## src/rtl/pong_game_controller.sv

```systemverilog
// rtl/pong_game_controller.sv - Pong match sequencer: serve, play, goal detection and scoring
module pong_game_controller #(
    parameter int LEFT_GOAL    = 2,
    parameter int RIGHT_GOAL   = 637,
    parameter int WIN_SCORE    = 7,
    parameter int SERVE_FRAMES = 60,
    parameter int POINT_FRAMES = 30
) (
    input  logic       clock,
    input  logic       reset,
    input  logic       start,
    input  logic       frame_tick,
    input  logic [9:0] ball_pos_x,
    input  logic [7:0] ball_size_x,
    output logic       objects_reset,
    output logic       ball_enable,
    output logic       serve_dir,
    output logic [3:0] score_left,
    output logic [3:0] score_right,
    output logic       game_over,
    output logic [2:0] state
);

    typedef enum logic [2:0] {
        IDLE      = 3'd0,
        SERVE     = 3'd1,
        PLAY      = 3'd2,
        POINT     = 3'd3,
        GAME_OVER = 3'd4
    } state_t;

    localparam logic [9:0]  LEFT_LIMIT  = 10'(LEFT_GOAL);
    localparam logic [10:0] RIGHT_LIMIT = 11'(RIGHT_GOAL);
    localparam logic [3:0]  WIN_LIMIT   = 4'(WIN_SCORE);
    localparam logic [7:0]  SERVE_LAST  = 8'(SERVE_FRAMES - 1);
    localparam logic [7:0]  POINT_LAST  = 8'(POINT_FRAMES - 1);

    state_t     cur_state;
    state_t     next_state;
    logic [7:0] frame_count;
    logic [7:0] next_frame_count;
    logic [3:0] next_score_left;
    logic [3:0] next_score_right;
    logic       next_serve_dir;
    logic       start_meta;
    logic       start_sync;
    logic       start_prev;
    logic       press;
    logic [10:0] ball_right_edge;
    logic       left_goal;
    logic       right_goal;

    // Two-flop synchronizer plus one delay flop for falling-edge detection
    always_ff @(posedge clock or negedge reset) begin
        if (!reset) begin
            start_meta <= 1'b1;
            start_sync <= 1'b1;
            start_prev <= 1'b1;
        end else begin
            start_meta <= start;
            start_sync <= start_meta;
            start_prev <= start_sync;
        end
    end

    assign press           = start_prev & ~start_sync;
    assign ball_right_edge = {1'b0, ball_pos_x} + {3'b000, ball_size_x};
    assign left_goal       = (ball_pos_x <= LEFT_LIMIT);
    assign right_goal      = (ball_right_edge >= RIGHT_LIMIT);

    // Next-state, score and frame-count decisions
    always_comb begin
        next_state       = cur_state;
        next_score_left  = score_left;
        next_score_right = score_right;
        next_serve_dir   = serve_dir;
        next_frame_count = frame_tick ? (frame_count + 8'd1) : frame_count;
        case (cur_state)
            IDLE, GAME_OVER: begin
                if (press) begin
                    next_state       = SERVE;
                    next_score_left  = 4'd0;
                    next_score_right = 4'd0;
                    next_serve_dir   = 1'b0;
                    next_frame_count = 8'd0;
                end
            end
            SERVE: begin
                if (frame_tick && (frame_count == SERVE_LAST)) begin
                    next_state = PLAY;
                end
            end
            PLAY: begin
                if (frame_tick) begin
                    if (left_goal) begin
                        next_state       = POINT;
                        next_score_right = score_right + 4'd1;
                        next_serve_dir   = 1'b1;
                        next_frame_count = 8'd0;
                    end else if (right_goal) begin
                        next_state       = POINT;
                        next_score_left  = score_left + 4'd1;
                        next_serve_dir   = 1'b0;
                        next_frame_count = 8'd0;
                    end
                end
            end
            POINT: begin
                if (frame_tick && (frame_count == POINT_LAST)) begin
                    if ((score_left == WIN_LIMIT) || (score_right == WIN_LIMIT)) begin
                        next_state = GAME_OVER;
                    end else begin
                        next_state       = SERVE;
                        next_frame_count = 8'd0;
                    end
                end
            end
            default: next_state = IDLE;
        endcase
    end

    // State, scores and outputs all register together so they move on the same edge
    always_ff @(posedge clock or negedge reset) begin
        if (!reset) begin
            cur_state     <= IDLE;
            frame_count   <= 8'd0;
            score_left    <= 4'd0;
            score_right   <= 4'd0;
            serve_dir     <= 1'b0;
            objects_reset <= 1'b0;
            ball_enable   <= 1'b0;
            game_over     <= 1'b0;
        end else begin
            cur_state     <= next_state;
            frame_count   <= next_frame_count;
            score_left    <= next_score_left;
            score_right   <= next_score_right;
            serve_dir     <= next_serve_dir;
            objects_reset <= (next_state == PLAY) || (next_state == POINT);
            ball_enable   <= (next_state == PLAY);
            game_over     <= (next_state == GAME_OVER);
        end
    end

    assign state = cur_state;

endmodule

```

## config.mk

```make
export PLATFORM = sky130hd
export DESIGN_NAME = pong_game_controller
export DESIGN_NICKNAME = d
export VERILOG_FILES = /design/src/rtl/pong_game_controller.sv
export SDC_FILE = /design/constraint.sdc
export NUM_CORES = 1
export LEC_CHECK = 0
export ABC_AREA = 1
export ABC_CLOCK_PERIOD_IN_PS = 3620
export CAP_MARGIN = 25
export CORE_ASPECT_RATIO = 1.4
export CORE_MARGIN = 2
export CORE_UTILIZATION = 28
export CTS_BUF_LIST = sky130_fd_sc_hd__clkbuf_8
export DETAILED_ROUTE_END_ITERATION = 12
export GPL_TIMING_DRIVEN = 1
export SLEW_MARGIN = 20
export SYNTH_ARGS = -nofsm -noshare
export SYNTH_HDL_FRONTEND = slang
export SYNTH_SLANG_ARGS = --single-unit
```

## constraint.sdc

```tcl
create_clock -name clock -period 3.62 [get_ports clock]
set_input_delay 0.724 -clock clock [delete_from_list [all_inputs] [get_ports clock]]
set_output_delay 0.724 -clock clock [all_outputs]
set_load 0.005 [all_outputs]
```

==> flow_summary.ini, run 1 <==
[grt]
grt_max_degree = 27
grt_pass1_vias = 1664
track_usage = 0.123
grt_pass1_wl_mm = 7.32
antenna_found_initial = 0
overflow = 0

[clock_network]
h-tree-depth = 1
clkLatencyLatePin_ns = 0.27
postCtsSetupBuffers = 0
cts.sinks = 26
cts_buffers = 3
clk_pin_slew_ns = 0.09
postCtsResizedCells = 0
cts_hold_buf = 0
cts_tree = done
ctsRootBufferMaster = clkbuf_8
cts_buffer_depth = 2

[worst_hold_path]
hold_class = flip-flop to flip-flop

[synthesis]
yosysTopAreaCell = dfrtp_1
synth-adder-area-share = 0.0897
synth_edf_count = 0
synth_area_mm2 = 0.00190
yosys-top-cells-area = dfrtp_1, nand2_1, ha_1
synth-seq-cells = 26
ys_types = 40
synthFlopType = dfrtp_1
synth-seq-area-share = 0.345
async_flop_share = 1.00
ys_warn_count = 0
synth_compound_area_frac = 0.129
avgSynthCellArea_um2 = 7.65
synth-simple-area-share = 0.321
post-synth-top-area-fraction = 0.303
synth_top_family_by_area = simple AND/OR/NAND/NOR gates
muxShareOfSynthArea = 0
synthCells = 248
syn_nets = 283
synthXorXnorAreaFrac = 0.0462

[floorplan]
die_h_um = 101
die_x_um = 73.6
ios = 37
dieArea_mm2 = 0.00746
rows = 35
start_util = 0.289
core_mm2 = 0.00657

[place]
place_congestion = 0.901
dpl.hpwl_mm = 3.56
io_buffer_count = 36

[setup_path]
critPathLaunchType = input pin
crit_family = simple AND/OR/NAND/NOR gates
worstSetupPathType = input pin to flip-flop
crit_chain = clkdlybuf4s50_1, ha_1, inv_1, fa_1, inv_1, nand2_1, nand2_1, nand3_1, nand2_1, nand2_1, nand2_1, nor2_1, nand2_1, nand3_1, nand2_2, nand3_2, a2bb2oi_1
max_stage_delay_ns = 0.49
crit_path_frequent_cell = nand2_1
required_ns = 3.80
critPathArrivalTime_ns = 3.00
path_max_fanout = 9
path_buf_inv = 3
end_kind = flip-flop
cpMaxStageDelayCell = clkdlybuf4s50_1

[sta]
setup_tns_ns = 0
slew_headroom = 0.741
min_period_ns = 2.81
slew_violations = 0
max_freq_ghz = 0.355
worst_pin_slew_ns = 0.387
rsz0062_at_grt = no
timing_hold_violations_final = 0
min_period_over_period = 0.777
setup_viol = 0
skew_ns = 0.00790

[finish]
fin_util = 0.366
final_common_cell = nand2_1
final_cell_mix = nand2_1, clkdlybuf4s50_1, nor2_1
antenna_cells = 0
nets = 324
area_growth_pct = 26.8
drive_above_1_share = 0.101

[power_and_ir_drop]
vdd_ir_drop_max_mv = 0.144
powerDensity_mw_per_mm2 = 339
leakage_uw = 0.00112

[flow_run]
cap_violations = 0

[route]
vias_per_cell = 4.78
vias = 1729
routed_wl_mm = 4.32
drtIter0Drc = 87
ant_nets = 0
wl_per_cell_um = 11.9
drc = 0
firstDrtPassIters = 4

[outcome]
outcome = finished, final reports clean
==> Yosys cell counts (2+ instances only) <==
| library cell | n |
|---|---|
| inv_1 | 26 |
| nand3b_1 | 2 |
| dfrtp_1 | 23 |
| a21oi_1 | 17 |
| dfstp_2 | 3 |
| o21ai_0 | 5 |
| inv_2 | 5 |
| ha_1 | 12 |
| clkinv_1 | 2 |
| nand3_2 | 3 |
| xnor2_1 | 3 |
| o32ai_1 | 2 |
| nor2_1 | 29 |
| nand3_1 | 19 |
| nand4_1 | 4 |
| xor2_1 | 7 |
| nand2_1 | 59 |
| nand2_2 | 2 |
| nor2_4 | 4 |
==> routing by layer <==
layer  vias up  wire length (um)  global-route usage
met5         -                 0                   0
met4         0                70              0.0378
met3         7               100              0.0119
met2        33              2360               0.227
met1       797              1790               0.146
li1        892                 -                   -
==> kinds of logic (layout without fill, tap and decap cells) <==
group                      after synthesis  count (layout)
adders and majority gates               13              13
AOI/OAI and AO/OA                       36              36
DFF                                     26              26
and+or+nand+nor                        129             129
buffers and inverters                   34              74
xor gates and xnor gates                10              10
==> power breakdown <==
| part | switching (uW) | internal (uW) | total [uW] |
|---|---|---|---|
| logic | 156 | 121 | 277 |
| clock network | 90.2 | 97.3 | 188 |
| registers | 29.7 | 321 | 351 |
| total | 276 | 539 | 815 |
==> final cells by class <==
cell class | instances | area, um2
Fill cell | 697 | 4160
Multi-Input combinational cell | 188 | 1110
Sequential cell | 26 | 654
Timing Repair Buffer | 37 | 368
Inverter | 33 | 124
Tap cell | 74 | 92.6
Clock buffer | 4 | 55.1
==> stage by stage <==
stage          cells  setup slack (ns)  instance area (um2)  power [uW]  hold WS (ns)
5_1_grt          362             0.566                 2400         874         0.365
6_report         362             0.806                 2400         815         0.359
2_1_floorplan    248              1.24                 1900         540         0.345
4_1_cts          362             0.802                 2400         820         0.361
3_3_place_gp     358             0.578                 2350         627         0.346
3_5_place_dp     358             0.518                 2350         630         0.347
==> final timing paths <==
kind                                startpoint  cells after the start             end  slack (ns)
worst min-delay path                start_meta                      0      start_sync        0.36
worst min register to register      start_meta                      0      start_sync        0.36
worst max register to register  score_right[1]                      7  frame_count[2]        1.70
max in group asynchronous                reset                      2      start_meta        2.52
min in group asynchronous                reset                      2        state[2]        0.81
worst max-delay path             ball_pos_x[0]                     17  frame_count[2]        0.81
==> worst register-to-register path, cell delays in order (launching register included) <==
cell	delay [ns]
dfrtp_1	0.43
ha_1	0.21
nand2_1	0.08
nor2_1	0.07
a31oi_1	0.32
a21oi_1	0.17
a211oi_4	0.35
a2bb2oi_1	0.14
==> registers in the layout, summed over array words and instances (netlist names), 3 cells and up <==
name,cells
frame_count,8
state,3
score_right,4
score_left,4
(Power assumes the default switching activity.)
==> run 2: changes to the inputs <==
--- a/config.mk
+++ b/config.mk
@@ -6,7 +6,7 @@
 export NUM_CORES = 1
 export LEC_CHECK = 0
 export ABC_AREA = 1
-export ABC_CLOCK_PERIOD_IN_PS = 3620
+export ABC_CLOCK_PERIOD_IN_PS = 2500
 export CAP_MARGIN = 25
 export CORE_ASPECT_RATIO = 1.4
 export CORE_MARGIN = 2
==> constraint.sdc (replaced) <==
create_clock -name clock -period 2.5 [get_ports clock]
set_input_delay 0.5 -clock clock [delete_from_list [all_inputs] [get_ports clock]]
set_output_delay 0.5 -clock clock [all_outputs]
set_load 0.005 [all_outputs]
==> run 2 against run 1 <==
Against the previous run:
- clock skew down 0.0062 ns
- sequential share of layout area decreased by 1.7 points
- power rose by 50%
- register-to-register slack worse by 1.1 ns
- non-clock buffer count rose by 9
- core utilization increased by 2.5 points
- combinational power is 58% higher
- sequential power rose by 44%
- largest cell class unchanged
==> flow_summary.ini, run 2 (synthesis results as in run 1) <==
[floorplan]
ios = 37
die_x_um = 73.6
core_mm2 = 0.00657
die_h_um = 101
rows = 35
start_util = 0.289
dieArea_mm2 = 0.00746

[finish]
reg_top3 = frame_count (8), score_left (4), score_right (4)
regArea_um2 = 654
multi_input_area_mm2 = 0.00120
top_register = frame_count
final_cell_mix = nand2_1, clkdlybuf4s50_1, nor2_1
antenna_cells = 0
fillers = 676
largest_reg_flops = 8
fin_util = 0.391
final_common_cell = nand2_1
area_growth_pct = 35.3
drive_above_1_share = 0.181
nets = 334

[route]
wl_per_cell_um = 12.3
vias = 1788
routed_wl_mm = 4.57
vias_per_cell = 4.81
drtIter0Drc = 50
drc = 0
firstDrtPassIters = 4
ant_nets = 0

[power_and_ir_drop]
powerDensity_mw_per_mm2 = 477
leakage_uw = 0.00119
vdd_ir_drop_max_mv = 0.200

[grt]
track_usage = 0.127
grt_max_degree = 27
use_met3 = 0.0119
antenna_found_initial = 0
use_met2 = 0.249
grt_pass1_vias = 1711
overflow = 0
busiest_layer = met2
use_met1 = 0.133
grt_pass1_wl_mm = 7.43

[setup_path]
cpMaxStageDelayCell = clkdlybuf4s50_1
end_kind = flip-flop
crit_path_frequent_cell = nand2_1
critPathLaunchType = input pin
critPathArrivalTime_ns = 2.54
path_max_fanout = 5
max_stage_delay_ns = 0.43
required_ns = 2.68
worstSetupPathType = input pin to flip-flop
crit_chain = clkdlybuf4s50_1, ha_1, a21oi_2, o21ai_1, nand2_1, nand3_1, xor2_1, nand2_4, nand3_4, nand2_1, nand2_1, nand2_1

[sta]
setup_viol = 0
hold_ws_ns = 0.359
skew_ns = 0.00174
slew_violations = 0
worst_pin_slew_ns = 0.443
rsz0062_at_grt = no
max_freq_ghz = 0.423
min_period_ns = 2.36
timing_hold_violations_final = 0
slew_headroom = 0.703
min_period_over_period = 0.945

[place]
io_buffer_count = 36
place_congestion = 0.888
dpl.hpwl_mm = 3.75

[clock_network]
cts_tree = done
cts_buffer_depth = 2
ctsRootBufferMaster = clkbuf_8
cts_buffers = 3
h-tree-depth = 1
clk_pin_slew_ns = 0.09
clkLatencyLatePin_ns = 0.28
cts.sinks = 26

[worst_hold_path]
hold_class = flip-flop to flip-flop

[flow_run]
cap_violations = 0

[outcome]
outcome = finished, final reports clean
==> run 2: cell types whose count changed in the layout (fill, tap and decap cells not counted), sizes merged <==
cell           previous run  this run
dlymetal6s2s              0         2
clkdlybuf4s50            36        34
nand3                    22        23
buf                       1        10
==> run 2: final timing paths <==
| check | depth (start not counted) | endpoint | slack, ns | from |
|---|---|---|---|---|
| worst min register to register | 0 | start_sync | 0.36 | start_meta |
| max in group asynchronous | 2 | start_meta | 1.62 | reset |
| worst min-delay path | 0 | start_sync | 0.36 | start_meta |
| worst max register to register | 7 | frame_count[7] | 0.56 | score_right[1] |
| worst max-delay path | 12 | serve_dir | 0.14 | ball_pos_x[4] |
| min in group asynchronous | 2 | frame_count[3] | 0.58 | reset |
==> run 2: repair_timing <==
item                       4_1_cts  5_1_grt
cloned                           0        1
setup endpoints to repair        6       15
gates resized for setup          4       18
hold buffers                     0        0
buffers inserted                 0        0
pin swaps                        0        8
==> run 2: layout make-up <==
cell class,instances,share of cell area
Timing Repair Buffer,46,0.172
Multi-Input combinational cell,189,0.468
Clock buffer,4,0.0215
Inverter,33,0.0483
Tap cell,74,0.0361
Sequential cell,26,0.255
==> run 2: worst max-delay path, delay by kind of cell <==
| kind | cells | cell delay, ns |
|---|---|---|
| and+or+nand+nor | 7 | 0.61 |
| AOI/OAI and AO/OA | 2 | 0.40 |
| buffers and inverters | 1 | 0.43 |
| adders and majority gates | 1 | 0.38 |
| xor gates and xnor gates | 1 | 0.24 |
==> run 2: per-stage QoR <==
stage                     total power [uW]  std cells  area (um2)  setup WS [ns]  TNS, ns
final                                 1220        372        2570          0.137        0
after detailed placement               928        367        2420         -0.322    -4.30
after floorplan                        781        248        1900          0.341        0
after global placement                 920        367        2420         -0.258    -3.51
after global routing                  1310        372        2570         0.0255        0
after CTS                             1210        371        2490         0.0262        0
==> run 2: where the power goes <==
part           switching, uW  internal (uW)
sequential              41.4            465
clock                    136            141
combinational            245            194
==> run 2: layer usage <==
metal	share of wire	wire, um
met5	0	0
met4	0.023	103
met3	0.024	108
met2	0.56	2560
met1	0.39	1800
